<file path="src/rtl/digital_clock_pkg.sv">
// Shared encodings and field limits for the digital clock and its time counters.
package digital_clock_pkg;

  typedef enum logic [1:0] {
    MODE_CLOCK      = 2'd0,
    MODE_STOPWATCH  = 2'd1,
    MODE_ALARM_EDIT = 2'd2,
    MODE_CLOCK_EDIT = 2'd3
  } mode_e;

  typedef enum logic [1:0] {
    SELECT_NONE = 2'd0,
    SELECT_SEC  = 2'd1,
    SELECT_MIN  = 2'd2,
    SELECT_HOUR = 2'd3
  } select_e;

  localparam logic [6:0] CS_MAX   = 7'd99;
  localparam logic [5:0] SEC_MAX  = 6'd59;
  localparam logic [5:0] MIN_MAX  = 6'd59;
  localparam logic [4:0] HOUR_MAX = 5'd23;

  function automatic logic [5:0] wrap_inc60(input logic [5:0] v, input logic [5:0] max);
    return (v == max) ? 6'd0 : v + 6'd1;
  endfunction

  function automatic logic [4:0] wrap_inc24(input logic [4:0] v);
    return (v == HOUR_MAX) ? 5'd0 : v + 5'd1;
  endfunction

endpackage

</file>
<file path="src/rtl/digital_clock_time_counter.sv">
// hh:mm:ss.cc counter with clear, per-field wrap-only edits and a full carry chain on enable.
module time_counter
  import digital_clock_pkg::*;
(
  input  logic       clk,
  input  logic       rst_n,
  input  logic       en,
  input  logic       clr,
  input  logic       inc_sec,
  input  logic       inc_min,
  input  logic       inc_hour,
  output logic [6:0] cs,
  output logic [5:0] sec,
  output logic [5:0] min,
  output logic [4:0] hour
);

  logic [6:0] cs_q, cs_d;
  logic [5:0] sec_q, sec_d;
  logic [5:0] min_q, min_d;
  logic [4:0] hour_q, hour_d;

  // Clear beats edits, edits beat counting; edits never carry into the next field.
  always_comb begin
    cs_d   = cs_q;
    sec_d  = sec_q;
    min_d  = min_q;
    hour_d = hour_q;
    if (clr) begin
      cs_d   = '0;
      sec_d  = '0;
      min_d  = '0;
      hour_d = '0;
    end else if (inc_sec) begin
      sec_d = wrap_inc60(sec_q, SEC_MAX);
      cs_d  = '0;
    end else if (inc_min) begin
      min_d = wrap_inc60(min_q, MIN_MAX);
    end else if (inc_hour) begin
      hour_d = wrap_inc24(hour_q);
    end else if (en) begin
      if (cs_q == CS_MAX) begin
        cs_d = '0;
        if (sec_q == SEC_MAX) begin
          sec_d = '0;
          if (min_q == MIN_MAX) begin
            min_d  = '0;
            hour_d = wrap_inc24(hour_q);
          end else begin
            min_d = min_q + 6'd1;
          end
        end else begin
          sec_d = sec_q + 6'd1;
        end
      end else begin
        cs_d = cs_q + 7'd1;
      end
    end
  end

  always_ff @(posedge clk or negedge rst_n) begin
    if (!rst_n) begin
      cs_q   <= '0;
      sec_q  <= '0;
      min_q  <= '0;
      hour_q <= '0;
    end else begin
      cs_q   <= cs_d;
      sec_q  <= sec_d;
      min_q  <= min_d;
      hour_q <= hour_d;
    end
  end

  assign cs   = cs_q;
  assign sec  = sec_q;
  assign min  = min_q;
  assign hour = hour_q;

endmodule

</file>
<file path="src/rtl/digital_clock.sv">
// Time-of-day clock with stopwatch, editable alarm and a mode-selected display.
module digital_clock
  import digital_clock_pkg::*;
#(
  parameter int TICKS_PER_CS = 1
) (
  input  logic       clk,
  input  logic       global_reset,
  input  logic       reset,
  input  logic [1:0] mode,
  input  logic [1:0] select,
  input  logic       increment,
  input  logic       alarm_enable,
  output logic [6:0] ms_out,
  output logic [5:0] sec_out,
  output logic [5:0] min_out,
  output logic [4:0] hour_out,
  output logic       alarm_out
);

  localparam int PRE_W = (TICKS_PER_CS > 1) ? $clog2(TICKS_PER_CS) : 1;

  mode_e   mode_s;
  select_e sel_s;
  assign mode_s = mode_e'(mode);
  assign sel_s  = select_e'(select);

  logic [PRE_W-1:0] pre_q, pre_d;
  logic             tick;
  logic             inc_prev_q, inc_prev_d;
  logic             inc_edge;
  logic             run_q, run_d;
  logic             alarm_q, alarm_d;
  logic [5:0]       alm_sec_q, alm_sec_d;
  logic [5:0]       alm_min_q, alm_min_d;
  logic [4:0]       alm_hour_q, alm_hour_d;

  logic [6:0] tod_cs, sw_cs;
  logic [5:0] tod_sec, sw_sec, tod_min, sw_min;
  logic [4:0] tod_hour, sw_hour;

  logic tod_en, tod_clr, tod_inc_sec, tod_inc_min, tod_inc_hour;
  logic sw_en, sw_clr, alarm_match;

  assign tick     = (pre_q == PRE_W'(TICKS_PER_CS - 1));
  assign inc_edge = increment & ~inc_prev_q;

  always_comb begin
    pre_d      = tick ? '0 : pre_q + PRE_W'(1);
    inc_prev_d = increment;
  end

  always_comb begin
    tod_en       = tick && (mode_s != MODE_CLOCK_EDIT);
    tod_clr      = reset && (mode_s == MODE_CLOCK || mode_s == MODE_CLOCK_EDIT);
    tod_inc_sec  = inc_edge && (mode_s == MODE_CLOCK_EDIT) && (sel_s == SELECT_SEC);
    tod_inc_min  = inc_edge && (mode_s == MODE_CLOCK_EDIT) && (sel_s == SELECT_MIN);
    tod_inc_hour = inc_edge && (mode_s == MODE_CLOCK_EDIT) && (sel_s == SELECT_HOUR);
    sw_en        = tick && run_q;
    sw_clr       = reset && (mode_s == MODE_STOPWATCH);
  end

  time_counter u_tod (
    .clk      (clk),
    .rst_n    (global_reset),
    .en       (tod_en),
    .clr      (tod_clr),
    .inc_sec  (tod_inc_sec),
    .inc_min  (tod_inc_min),
    .inc_hour (tod_inc_hour),
    .cs       (tod_cs),
    .sec      (tod_sec),
    .min      (tod_min),
    .hour     (tod_hour)
  );

  time_counter u_sw (
    .clk      (clk),
    .rst_n    (global_reset),
    .en       (sw_en),
    .clr      (sw_clr),
    .inc_sec  (1'b0),
    .inc_min  (1'b0),
    .inc_hour (1'b0),
    .cs       (sw_cs),
    .sec      (sw_sec),
    .min      (sw_min),
    .hour     (sw_hour)
  );

  // Run flag and alarm time only react in their own modes; reset wins over an edge.
  always_comb begin
    run_d      = run_q;
    alm_sec_d  = alm_sec_q;
    alm_min_d  = alm_min_q;
    alm_hour_d = alm_hour_q;
    if (mode_s == MODE_STOPWATCH) begin
      if (reset) run_d = 1'b0;
      else if (inc_edge) run_d = ~run_q;
    end
    if (mode_s == MODE_ALARM_EDIT) begin
      if (reset) begin
        alm_sec_d  = '0;
        alm_min_d  = '0;
        alm_hour_d = '0;
      end else if (inc_edge) begin
        case (sel_s)
          SELECT_SEC:  alm_sec_d  = wrap_inc60(alm_sec_q, SEC_MAX);
          SELECT_MIN:  alm_min_d  = wrap_inc60(alm_min_q, MIN_MAX);
          SELECT_HOUR: alm_hour_d = wrap_inc24(alm_hour_q);
          default: ;
        endcase
      end
    end
  end

  assign alarm_match = (tod_sec == alm_sec_q) && (tod_min == alm_min_q) && (tod_hour == alm_hour_q);

  always_comb begin
    alarm_d = alarm_enable && (alarm_q || alarm_match);
  end

  always_ff @(posedge clk or negedge global_reset) begin
    if (!global_reset) begin
      pre_q      <= '0;
      inc_prev_q <= 1'b0;
      run_q      <= 1'b0;
      alarm_q    <= 1'b0;
      alm_sec_q  <= '0;
      alm_min_q  <= '0;
      alm_hour_q <= '0;
    end else begin
      pre_q      <= pre_d;
      inc_prev_q <= inc_prev_d;
      run_q      <= run_d;
      alarm_q    <= alarm_d;
      alm_sec_q  <= alm_sec_d;
      alm_min_q  <= alm_min_d;
      alm_hour_q <= alm_hour_d;
    end
  end

  always_comb begin
    ms_out   = tod_cs;
    sec_out  = tod_sec;
    min_out  = tod_min;
    hour_out = tod_hour;
    case (mode_s)
      MODE_STOPWATCH: begin
        ms_out   = sw_cs;
        sec_out  = sw_sec;
        min_out  = sw_min;
        hour_out = sw_hour;
      end
      MODE_ALARM_EDIT: begin
        ms_out   = '0;
        sec_out  = alm_sec_q;
        min_out  = alm_min_q;
        hour_out = alm_hour_q;
      end
      default: ;
    endcase
  end

  assign alarm_out = alarm_q;

endmodule

</file>
<file path="config.mk">
export PLATFORM = sky130hd
export DESIGN_NAME = digital_clock
export DESIGN_NICKNAME = d
export VERILOG_FILES = /design/src/rtl/digital_clock_pkg.sv /design/src/rtl/digital_clock_time_counter.sv /design/src/rtl/digital_clock.sv
export SDC_FILE = /design/constraint.sdc
export NUM_CORES = 1
export LEC_CHECK = 0
export ABC_CLOCK_PERIOD_IN_PS = 2000
export BUFFER_PORTS_ARGS = -buffer_cell sky130_fd_sc_hd__buf_4
export CAP_MARGIN = 20
export CORE_MARGIN = 5
export CORE_UTILIZATION = 55
export CTS_CLUSTER_DIAMETER = 60
export DETAILED_ROUTE_END_ITERATION = 8
export GPL_ROUTABILITY_DRIVEN = 1
export PLACE_DENSITY_LB_ADDON = 0.05
export RECOVER_POWER = 50
export SKIP_CTS_REPAIR_TIMING = 1
export SLEW_MARGIN = 20
export SYNTH_ARGS = -nofsm -noshare
export SYNTH_HDL_FRONTEND = slang
export SYNTH_SLANG_ARGS = --single-unit
export TNS_END_PERCENT = 20
</file>
<file path="constraint.sdc">
create_clock -name clk -period 2 [get_ports clk]
set_input_delay 0 -clock clk [delete_from_list [all_inputs] [get_ports clk]]
set_output_delay 0 -clock clk [all_outputs]
set_load 0.05 [all_outputs]
</file>
==> reports/qor.txt, run 1 <==
DP Area: 5010 um^2
Worst setup SP type: flop
Wirelength, routed: 11,600 um
Pleak: 2.19 nW
CTS clock-pin slew for the worst setup and hold paths: 70 ps
Footprint of the multi-input gates: 2610 um^2
Top_reg_cell synth: dfrtp_1
WP data required: 2260 ps
Total power per unit cell area: 732 nW/um^2
Synthesized cell area: 4470 um^2
Largest net degree at the start of global routing: 69
Vias in the first global route: 3,975
Synth unique cells: 65
Most common cell after layout, fill and taps aside: nand2_1
Crit share post-route: 0.951
Fin worst setup slack: 97.2 ps
Drt pass-1 iters: 5
Initial antenna violation count: 0
Hold Path Class: primary input to flop
NetSw: 1.36 mW
Setup CP Type: flop to flop
Seq/Total Area, Yosys: 0.381
Asr flop ratio synth: 1.00
Count of clock tree sinks: 68
TNS Setup: 0 ps
Io pins: 34
GRT Total Usage: 0.241
Final setup fails: 0
Placer Congestion: 0.914
Post-Layout Inst Area: 5180 um^2
Port Buffer Count: 33
Crit path capture type: flop
Core Footprint: 7810 um^2
Initial Utilization: 0.572
Synthesized area per cell: 8.66 um^2
CTS tree: done
Antenna-violating nets left: 0
Clk pwr share: 0.247
Htree depth: 3
Crit path DAT: 2160 ps
DRC viols: 0
Detailed Place HPWL: 8440 um
Number of synthesized flops with an enable pin: 0
Period minus WS final: 1900 ps
CTS Buf Count: 9
First-pass GRT wire length: 19,600 um
Vias: 4,155
Clock Tree Buf Depth: 2
Insertion delay to the later sink of the worst-skew pair: 330 ps
Share of the synthesized area in the top cell type: 0.381
CP max FO: 12
Fin nets: 591
Vias per cell: 6.19
Total Power: 3.79 mW
Share of layout cells above drive strength 1: 0.169
Switch share: 0.359
Status: finished, violations left
VDD IR max: 0.379 mV
Share of power burned in registers: 0.464
Failing checks: capacitance limit, slew limit
Post-Synthesis Cells: 516
Worst-Margin Slew: 1530 ps
Sequential cell area: 1700 um^2
Fillers: 663
Final Hold Fails: 0
Most frequent cells in the layout: nand2_1 (73), dfrtp_1 (68), buf_4 (62)
Root Driver: clkbuf_8
Ant diodes: 0
Die Span X: 100 um
Int Pwr: 2.43 mW
Die ar.: 10,000 um^2
Synth-to-Final Area Change: 16.0%
RSZ-0062 raised after global routing: true
Most area-consuming cells after synthesis: dfrtp_1 (38%), nand2_1 (6.1%), o21ai_0 (5.6%)
Wire per inst: 17.3 um
Max Slew Vio Count: 69
FP Rows: 32
Max frequency: 526 MHz
1st-iter DRT viols: 312
Post-place setup slack: 42.5 ps
Die Y: 100 um
Max-slew headroom: -0.0174
Max-Cap Viols: 1
Synth Warn #: 0
Syn Nets: 539
Clock Skew: 7.11 ps
Flops & latches, synth: 68
Synth area leader: dfrtp_1
Comb pwr share: 0.289
WHS: 81.5 ps
Grt total ovfl: 0
==> path summary, 6_finish.rpt <==
path	startpoint	end	slack (ps)	depth (start not counted)
max in group asynchronous	global_reset	u_sw.hour[3]	490	2
min in group asynchronous	global_reset	u_tod.min[5]	580	2
worst min register to register	alarm_out	alarm_out	490	2
worst min-delay path	reset	run_q	80	2
worst max-delay path	u_tod.sec[1]	u_tod.hour[0]	100	5
worst max register to register	u_tod.sec[1]	u_tod.hour[0]	100	5
==> critical path, stage by stage (launching register included) <==
cell and delay, ps:
dfrtp_1 370, ha_1 180, nand4_1 150, or4b_4 640, o21ai_1 280, mux2i_1 210
==> power groups by stage <==
stage / logic, mW / registers (mW) / clock network (mW)
floorplan: 0.728 / 1.73 / 0
global placement: 1.07 / 1.76 / 0
detailed placement: 1.09 / 1.77 / 0
CTS: 1.10 / 1.75 / 0.956
global route: 1.22 / 1.79 / 1.02
finish: 1.10 / 1.76 / 0.936
==> through the flow <==
step,cells,utilization
CTS,668,0.660
detailed placement,656,0.642
floorplan,516,-
global route,671,0.664
finish,671,0.664
global placement,656,0.642
==> state kept, by name, indices dropped and copies added (netlist names) <==
| signal | flops |
|---|---|
| u_tod.hour | 5 |
| inc_prev_q | 1 |
| u_tod.min | 6 |
| u_sw.cs | 7 |
| u_sw.sec | 6 |
| u_sw.min | 6 |
| alm_sec_q | 6 |
| alarm_out | 1 |
| u_tod.sec | 6 |
| run_q | 1 |
| u_tod.cs | 7 |
| alm_min_q | 6 |
| u_sw.hour | 5 |
| alm_hour_q | 5 |
==> synthesized netlist by cell type (3+ instances only) <==
| cell type | number |
|---|---|
| a21oi_1 | 26 |
| a221oi_1 | 4 |
| a22o_1 | 10 |
| a22oi_1 | 15 |
| a311oi_1 | 6 |
| a31oi_1 | 7 |
| and2_1 | 7 |
| and3_1 | 6 |
| and4b_1 | 5 |
| buf_2 | 3 |
| clkbuf_1 | 25 |
| dfrtp_1 | 68 |
| ha_1 | 14 |
| inv_1 | 14 |
| mux2_2 | 5 |
| mux2i_1 | 6 |
| nand2_1 | 73 |
| nand2b_1 | 6 |
| nand3_1 | 27 |
| nand4_1 | 8 |
| nor2_1 | 23 |
| nor3_1 | 4 |
| o2111ai_1 | 3 |
| o211ai_1 | 8 |
| o21ai_0 | 50 |
| o311ai_0 | 3 |
| o31ai_1 | 4 |
| or3_1 | 5 |
| or4_1 | 5 |
| xnor2_1 | 15 |
| xor2_1 | 14 |
==> area by class of cell <==
class	count	share of cell area
multi-input cells	402	0.503
flip-flops and latches	68	0.328
repair buffers	73	0.106
clock buffers	12	0.0280
well taps	102	0.0246
inverters	14	0.0101
==> layer usage <==
metal  vias to the layer above  share of wire  GRT usage
li1                       2016              -          -
met1                      1994           0.48      0.361
met2                       131           0.46      0.362
met3                        14          0.050     0.0306
met4                         0          0.013     0.0746
met5                         -              0          0
==> kinds of logic after synthesis <==
family          count (synthesis)  share of synthesized area
compound gates                158                      0.232
fa+ha+maj                      14                     0.0392
xor+xnor                       29                     0.0568
mux                            11                     0.0260
flops                          68                      0.381
buf+inv                        46                     0.0414
simple gates                  190                      0.224
Power figures use the tool's default switching activity.
==> run 2, diff against run 1 <==
--- a/config.mk
+++ b/config.mk
@@ -5,6 +5,7 @@
 export SDC_FILE = /design/constraint.sdc
 export NUM_CORES = 1
 export LEC_CHECK = 0
+export ABC_AREA = 1
 export ABC_CLOCK_PERIOD_IN_PS = 2000
 export BUFFER_PORTS_ARGS = -buffer_cell sky130_fd_sc_hd__buf_4
 export CAP_MARGIN = 20
==> run 2 against run 1 <==
The run now ends clean. Sequential share of layout area increased by 0.98 points. Cell count rose by 15%. Utilization fell by 4.2 points. Worst setup slack gained 160 ps. First-iteration DRC count decreased by 37%. Flip-flop and latch count did not move. Global-route usage down 0.99 points. Critical path type unchanged.
==> reports/qor.txt, run 2 <==
Hold Path Class: primary input to flop (unchanged)
Post-Synth XOR/XNOR Area: 0.0489 (was 0.0568)
Synthesized area per cell: 7.22 um^2 (was 8.66 um^2)
Seq/Total Area, Yosys: 0.380 (was 0.381)
Simple-gate share of the synthesized area: 0.297 (was 0.224)
Wirelength, routed: 11,100 um (was 11,600 um)
Pleak: 2.38 nW (was 2.19 nW)
Asr flop ratio synth: 1.00 (unchanged)
Share of the synthesized area in the top cell type: 0.380 (was 0.381)
Vias in the first global route: 3,849 (was 3,975)
Initial antenna violation count: 0 (unchanged)
RSZ-0062 raised after global routing: false (was true)
Fin nets: 685 (was 591)
Most frequent cells in the layout: nand2_1 (133), inv_1 (79), dfrtp_1 (68) (was nand2_1 (73), dfrtp_1 (68), buf_4 (62))
Post-synthesis compound-gate area fraction: 0.149 (was 0.232)
First-pass GRT wire length: 18,500 um (was 19,600 um)
Post-synth top cells: nand2_1 (133), inv_1 (79), dfrtp_1 (68) (was nand2_1 (73), dfrtp_1 (68), o21ai_0 (50))
Clock Tree Buf Depth: 2 (unchanged)
Total power per unit cell area: 978 nW/um^2 (was 732 nW/um^2)
CP max FO: 8 (was 12)
FF-to-FF path depth: 6 (was 5)
Largest net degree at the start of global routing: 38 (was 69)
Final setup fails: 0 (unchanged)
Final Hold Fails: 0 (unchanged)
Worst-Margin Slew: 829 ps (was 1530 ps)
Initial Utilization: 0.554 (was 0.572)
Synth Warn #: 0 (unchanged)
FP Rows: 33 (was 32)
Htree depth: 3 (unchanged)
Max-slew headroom: 0.448 (was -0.0174)
Vias per cell: 5.40 (was 6.19)
Worst setup SP type: flop (unchanged)
Insertion delay to the later sink of the worst-skew pair: 340 ps (was 330 ps)
Cell with the most instances after synthesis: nand2_1 (unchanged)
Ant diodes: 0 (unchanged)
Syn Nets: 644 (was 539)
Drt pass-1 iters: 4 (was 5)
Synth area leader: dfrtp_1 (unchanged)
Crit path DAT: 1960 ps (was 2160 ps)
Count of clock tree sinks: 68 (unchanged)
Most area-consuming cells after synthesis: dfrtp_1 (38%), nand2_1 (11%), inv_1 (6.6%) (was dfrtp_1 (38%), nand2_1 (6.1%), o21ai_0 (5.6%))
Detailed Place HPWL: 8560 um (was 8440 um)
Die Span X: 100 um (about the same)
Max Slew Vio Count: 0 (was 69)
Post-Layout Cell Count: 770 (was 671)
Hold path start: reset (unchanged)
GRT Total Usage: 0.231 (was 0.241)
Flops & latches, synth: 68 (unchanged)
Period minus WS final: 1740 ps (was 1900 ps)
1st-iter DRT viols: 197 (was 312)
Max frequency: 575 MHz (was 526 MHz)
Hold path depth: 4 (was 2)
Post-Synthesis Cells: 621 (was 516)
Adder-cell area share of the yosys netlist: 0.0391 (was 0.0392)
Root Driver: clkbuf_8 (unchanged)
Die Y: 100 um (about the same)
FF-to-FF setup slack: 260 ps (was 100 ps)
Port Buffer Count: 33 (unchanged)
CTS Buf Count: 9 (unchanged)
Max-Cap Viols: 0 (was 1)
Share of layout cells above drive strength 1: 0.114 (was 0.169)
DRC viols: 0 (unchanged)
Most common cell after layout, fill and taps aside: nand2_1 (unchanged)
Antenna-violating nets left: 0 (unchanged)
Mux share of post-synthesis cell area: 0 (was 0.0260)
Clock Skew: 8.83 ps (was 7.11 ps)
Status: finished clean (was finished, violations left)
CTS tree: done (unchanged)
Synth-to-Final Area Change: 12.4% (was 16.0%)
Number of synthesized flops with an enable pin: 0 (unchanged)
Cell total after placement: 753 (was 656)
TNS Setup: 0 ps (unchanged)
Wire per inst: 14.4 um (was 17.3 um)
VDD IR max: 0.508 mV (was 0.379 mV)
Capturing point of the worst reg2reg path: alm_min_q[3] (was u_tod.hour[0])
Crit share post-route: 0.869 (was 0.951)
Crit path capture type: flop (unchanged)
WHS Endpoint: alm_hour_q[4] (was run_q)
WP data required: 2220 ps (was 2260 ps)
CTS clock-pin slew for the worst setup and hold paths: 70 ps (about the same)
Core Footprint: 8090 um^2 (was 7810 um^2)
Io pins: 34 (unchanged)
Die ar.: 10,100 um^2 (was 10,000 um^2)
Setup CP Type: flop to flop (unchanged)
Top_reg_cell synth: dfrtp_1 (unchanged)
Placer Congestion: 0.852 (was 0.914)
Largest family of logic cells by synthesized area: simple AND/OR/NAND/NOR gates (was compound AO/OA/AOI/OAI gates)
Synth unique cells: 39 (was 65)
Worst reg2reg path startpoint: inc_prev_q (was u_tod.sec[1])
Grt total ovfl: 0 (unchanged)
Synthesized cell area: 4480 um^2 (was 4470 um^2)
Vias: 4,161 (was 4,155)
run 2: final cells by class:
class                   instances  area [um^2]
clock buffers                  12          165
inverters                      84          315
repair buffers                 45          337
multi-input cells             454         2370
fillers                       803         3060
clock inverters                 2         10.0
well taps                     105          131
flip-flops and latches         68         1700
run 2: logic make-up (layout without fill, tap and decap cells):
| group | count (synthesis) | after routing |
|---|---|---|
| and+or+nand+nor | 296 | 296 |
| buffers and inverters | 99 | 143 |
| AOI/OAI and AO/OA | 119 | 119 |
| adders and majority gates | 14 | 14 |
| DFF | 68 | 68 |
| xor gates and xnor gates | 25 | 25 |
run 2: critical path: stages, from the launching register on:
cell	delay [ps]
dfrtp_1	380
o21ai_0	440
nand3_1	370
inv_2	210
nand2_1	60
nor2_1	90
nor3_1	60
run 2: power by group:
part	total (mW)	internal (mW)	switching (mW)
combinational	1.80	0.636	1.17
clock	1.04	0.534	0.507
sequential	2.08	1.66	0.415
total	4.93	2.83	2.09
run 2: worst max-delay path by stage:
stage	from	to	slack, ps	cells past startpoint
detailed placement	mode[0]	u_tod.sec[0]	340	9
floorplan	mode[0]	min_out[0]	110	5
CTS	inc_prev_q	u_tod.sec[0]	330	7
finish	inc_prev_q	alm_min_q[3]	260	6
global route	inc_prev_q	alm_min_q[2]	100	6
global placement	mode[0]	u_tod.sec[1]	390	9
run 2: metal layers:
| metal | track usage | share of wire | vias to the layer above |
|---|---|---|---|
| li1 | - | - | 2125 |
| met1 | 0.311 | 0.49 | 1932 |
| met4 | 0.0829 | 0.016 | 0 |
| met3 | 0.0403 | 0.041 | 15 |
| met2 | 0.374 | 0.46 | 89 |
| met5 | 0 | 0 | - |
run 2: stage by stage:
step	hold WS [ps]	area [um^2]	power, mW	util	worst slack, ps
6_report	101	5030	4.93	0.622	262
5_1_grt	133	5030	5.30	0.622	104
4_1_cts	-411	5040	4.96	0.623	330
3_5_place_dp	-26.8	4860	3.91	0.601	341
3_3_place_gp	-31.0	4860	3.86	0.601	388
2_1_floorplan	-296	4480	3.34	-	111
==> run 3, diff against run 2 <==
--- a/config.mk
+++ b/config.mk
@@ -10,10 +10,11 @@
 export BUFFER_PORTS_ARGS = -buffer_cell sky130_fd_sc_hd__buf_4
 export CAP_MARGIN = 20
 export CORE_MARGIN = 5
-export CORE_UTILIZATION = 55
+export CORE_UTILIZATION = 45
 export CTS_CLUSTER_DIAMETER = 60
 export DETAILED_ROUTE_END_ITERATION = 8
 export GPL_ROUTABILITY_DRIVEN = 1
+export GPL_TIMING_DRIVEN = 0
 export PLACE_DENSITY_LB_ADDON = 0.05
 export RECOVER_POWER = 50
 export SKIP_CTS_REPAIR_TIMING = 1
==> run 3 against run 2 <==
The run now ends with capacitance limit, slew limit left. Power up 1.1%. Worst hold slack worse by 30 ps. Clock skew up 1.1 ps. Clock power about the same. Critical endpoint unchanged. Largest power group unchanged.
==> reports/qor.txt, run 3 (synthesis results as in run 2) <==
Status: finished, violations left (was finished clean)
Failing checks: capacitance limit, slew limit
Io pins: 34 (unchanged)
Port Buffer Count: 33 (unchanged)
CP max FO: 8 (unchanged)
Share of layout cells above drive strength 1: 0.113 (was 0.114)
Int Pwr: 2.86 mW (was 2.83 mW)
Worst-Margin Slew: 1530 ps (was 829 ps)
Wirelength, routed: 11,700 um (was 11,100 um)
Grt total ovfl: 0 (unchanged)
Share of power burned in registers: 0.413 (was 0.422)
NetSw: 2.12 mW (was 2.09 mW)
CP max-delay cell: o21ai_0 (unchanged)
Synth-to-Final Area Change: 13.5% (was 12.4%)
Vias in the first global route: 3,973 (was 3,849)
Clock Skew: 9.95 ps (was 8.83 ps)
Final Hold Fails: 0 (unchanged)
Count of clock tree sinks: 68 (unchanged)
WHS: 71.8 ps (was 101 ps)
Insertion delay to the later sink of the worst-skew pair: 350 ps (was 340 ps)
1st-iter DRT viols: 222 (was 197)
Crit path max-delay family: simple AND/OR/NAND/NOR gates (unchanged)
Switch share: 0.426 (was 0.425)
Largest net degree at the start of global routing: 69 (was 38)
Core Footprint: 9730 um^2 (was 8090 um^2)
FF-to-FF path depth: 6 (unchanged)
Max-Cap Viols: 1 (was 0)
Capturing point of the worst reg2reg path: alm_min_q[3] (unchanged)
Worst reg2reg path startpoint: inc_prev_q (unchanged)
Clk pwr share: 0.213 (was 0.211)
CTS Buf Count: 9 (unchanged)
Setup CP Type: flop to flop (unchanged)
Cell total after placement: 787 (was 753)
CTS clock-pin slew for the worst setup and hold paths: 70 ps (about the same)
CP Buf/Inv Count: 1 (unchanged)
Hold path depth: 4 (unchanged)
Htree depth: 3 (unchanged)
Wire per inst: 14.5 um (was 14.4 um)
Ant diodes: 0 (unchanged)
First-pass GRT wire length: 19,600 um (was 18,500 um)
Worst-path cell chain: o21ai_0 -> nand3_2 -> inv_1 -> nand2_1 -> nor2_1 -> nor3_1 (was o21ai_0 -> nand3_1 -> inv_2 -> nand2_1 -> nor2_1 -> nor3_1)
Pleak: 2.39 nW (was 2.38 nW)
Total Power: 4.98 mW (was 4.93 mW)
Crit path DAT: 1930 ps (was 1960 ps)
GRT Total Usage: 0.210 (was 0.231)
Comb pwr share: 0.373 (was 0.366)
VDD IR max: 0.432 mV (was 0.508 mV)
WP data required: 2220 ps (about the same)
Max frequency: 585 MHz (was 575 MHz)
Die Y: 110 um (was 100 um)
FP Rows: 36 (was 33)
Clock Tree Buf Depth: 2 (unchanged)
Worst setup SP type: flop (unchanged)
Period minus WS final: 1710 ps (was 1740 ps)
Final setup fails: 0 (unchanged)
Most frequent cells in the layout: nand2_1 (133), inv_1 (80), dfrtp_1 (68) (was nand2_1 (133), inv_1 (79), dfrtp_1 (68))
Initial antenna violation count: 0 (unchanged)
Vias: 4,206 (was 4,161)
Drt pass-1 iters: 5 (was 4)
CTS tree: done (unchanged)
Initial Utilization: 0.461 (was 0.554)
TNS Setup: 0 ps (unchanged)
Root Driver: clkbuf_8 (unchanged)
Max Slew Vio Count: 69 (was 0)
Max-slew headroom: -0.0225 (was 0.448)
Placer Congestion: 0.894 (was 0.852)
Vias per cell: 5.22 (was 5.40)
Detailed Place HPWL: 8950 um (was 8560 um)
Die Span X: 110 um (was 100 um)
WHS Endpoint: alm_hour_q[4] (unchanged)
DRC viols: 0 (unchanged)
Crit share post-route: 0.855 (was 0.869)
Most common cell after layout, fill and taps aside: nand2_1 (unchanged)
FF-to-FF setup slack: 290 ps (was 260 ps)
Antenna-violating nets left: 0 (unchanged)
CP max stage delay: 440 ps (about the same)
Die ar.: 12,100 um^2 (was 10,100 um^2)
Hold Path Class: primary input to flop (unchanged)
Total power per unit cell area: 979 nW/um^2 (was 978 nW/um^2)
RSZ-0062 raised after global routing: false (unchanged)
Hold path start: reset (unchanged)
Fin nets: 691 (was 685)
Post-Layout Cell Count: 806 (was 770)
Crit path capture type: flop (unchanged)
-- run 3: routing by layer --
layer	GRT usage	up-vias	share of wire
li1	-	2140	-
met1	0.289	1948	0.47
met4	0.0472	0	0.013
met2	0.328	104	0.46
met3	0.0605	14	0.056
met5	0	-	0
-- run 3: how the worst max path moves through the flow --
stage / start / to / cells after the start
2_1_floorplan: mode[0] / min_out[0] / 5
3_5_place_dp: u_tod.sec[0] / u_tod.hour[4] / 8
5_1_grt: global_reset / alm_min_q[1] / 2
3_3_place_gp: u_tod.sec[0] / u_tod.hour[4] / 8
6_report: inc_prev_q / alm_min_q[3] / 6
4_1_cts: u_tod.sec[0] / u_tod.hour[4] / 8
-- run 3: layout make-up --
| cell class | instances | area, um^2 |
|---|---|---|
| plain buffers | 15 | 75.1 |
| clock buffers | 15 | 176 |
| clock inverters | 1 | 5.00 |
| fillers | 1018 | 4640 |
| inverters | 84 | 315 |
| multi-input cells | 454 | 2380 |
| flip-flops and latches | 68 | 1700 |
| well taps | 133 | 166 |
| repair buffers | 36 | 268 |
-- run 3: worst min-delay path, cell delays in order --
cell and delay, ps:
buf_4 130, o21ai_0 120, nand2_1 60, o21ai_0 70
-- run 3: per-stage QoR --
| step | worst slack (ps) | cell area [um^2] | util |
|---|---|---|---|
| 6_report | 291 | 5080 | 0.523 |
| 5_1_grt | 106 | 5080 | 0.523 |
| 4_1_cts | 281 | 5080 | 0.522 |
| 3_5_place_dp | 289 | 4890 | 0.503 |
| 3_3_place_gp | 305 | 4890 | 0.503 |
| 2_1_floorplan | 111 | 4480 | - |
-- run 3: power groups by stage --
stage                     Combinational [mW]  Sequential (mW)  Clock, mW
after CTS                               1.87             2.05       1.10
after global placement                  1.84             2.07          0
after floorplan                         1.38             1.96          0
final                                   1.86             2.06       1.06
after detailed placement                1.86             2.07          0
after global routing                    2.10             2.10       1.16
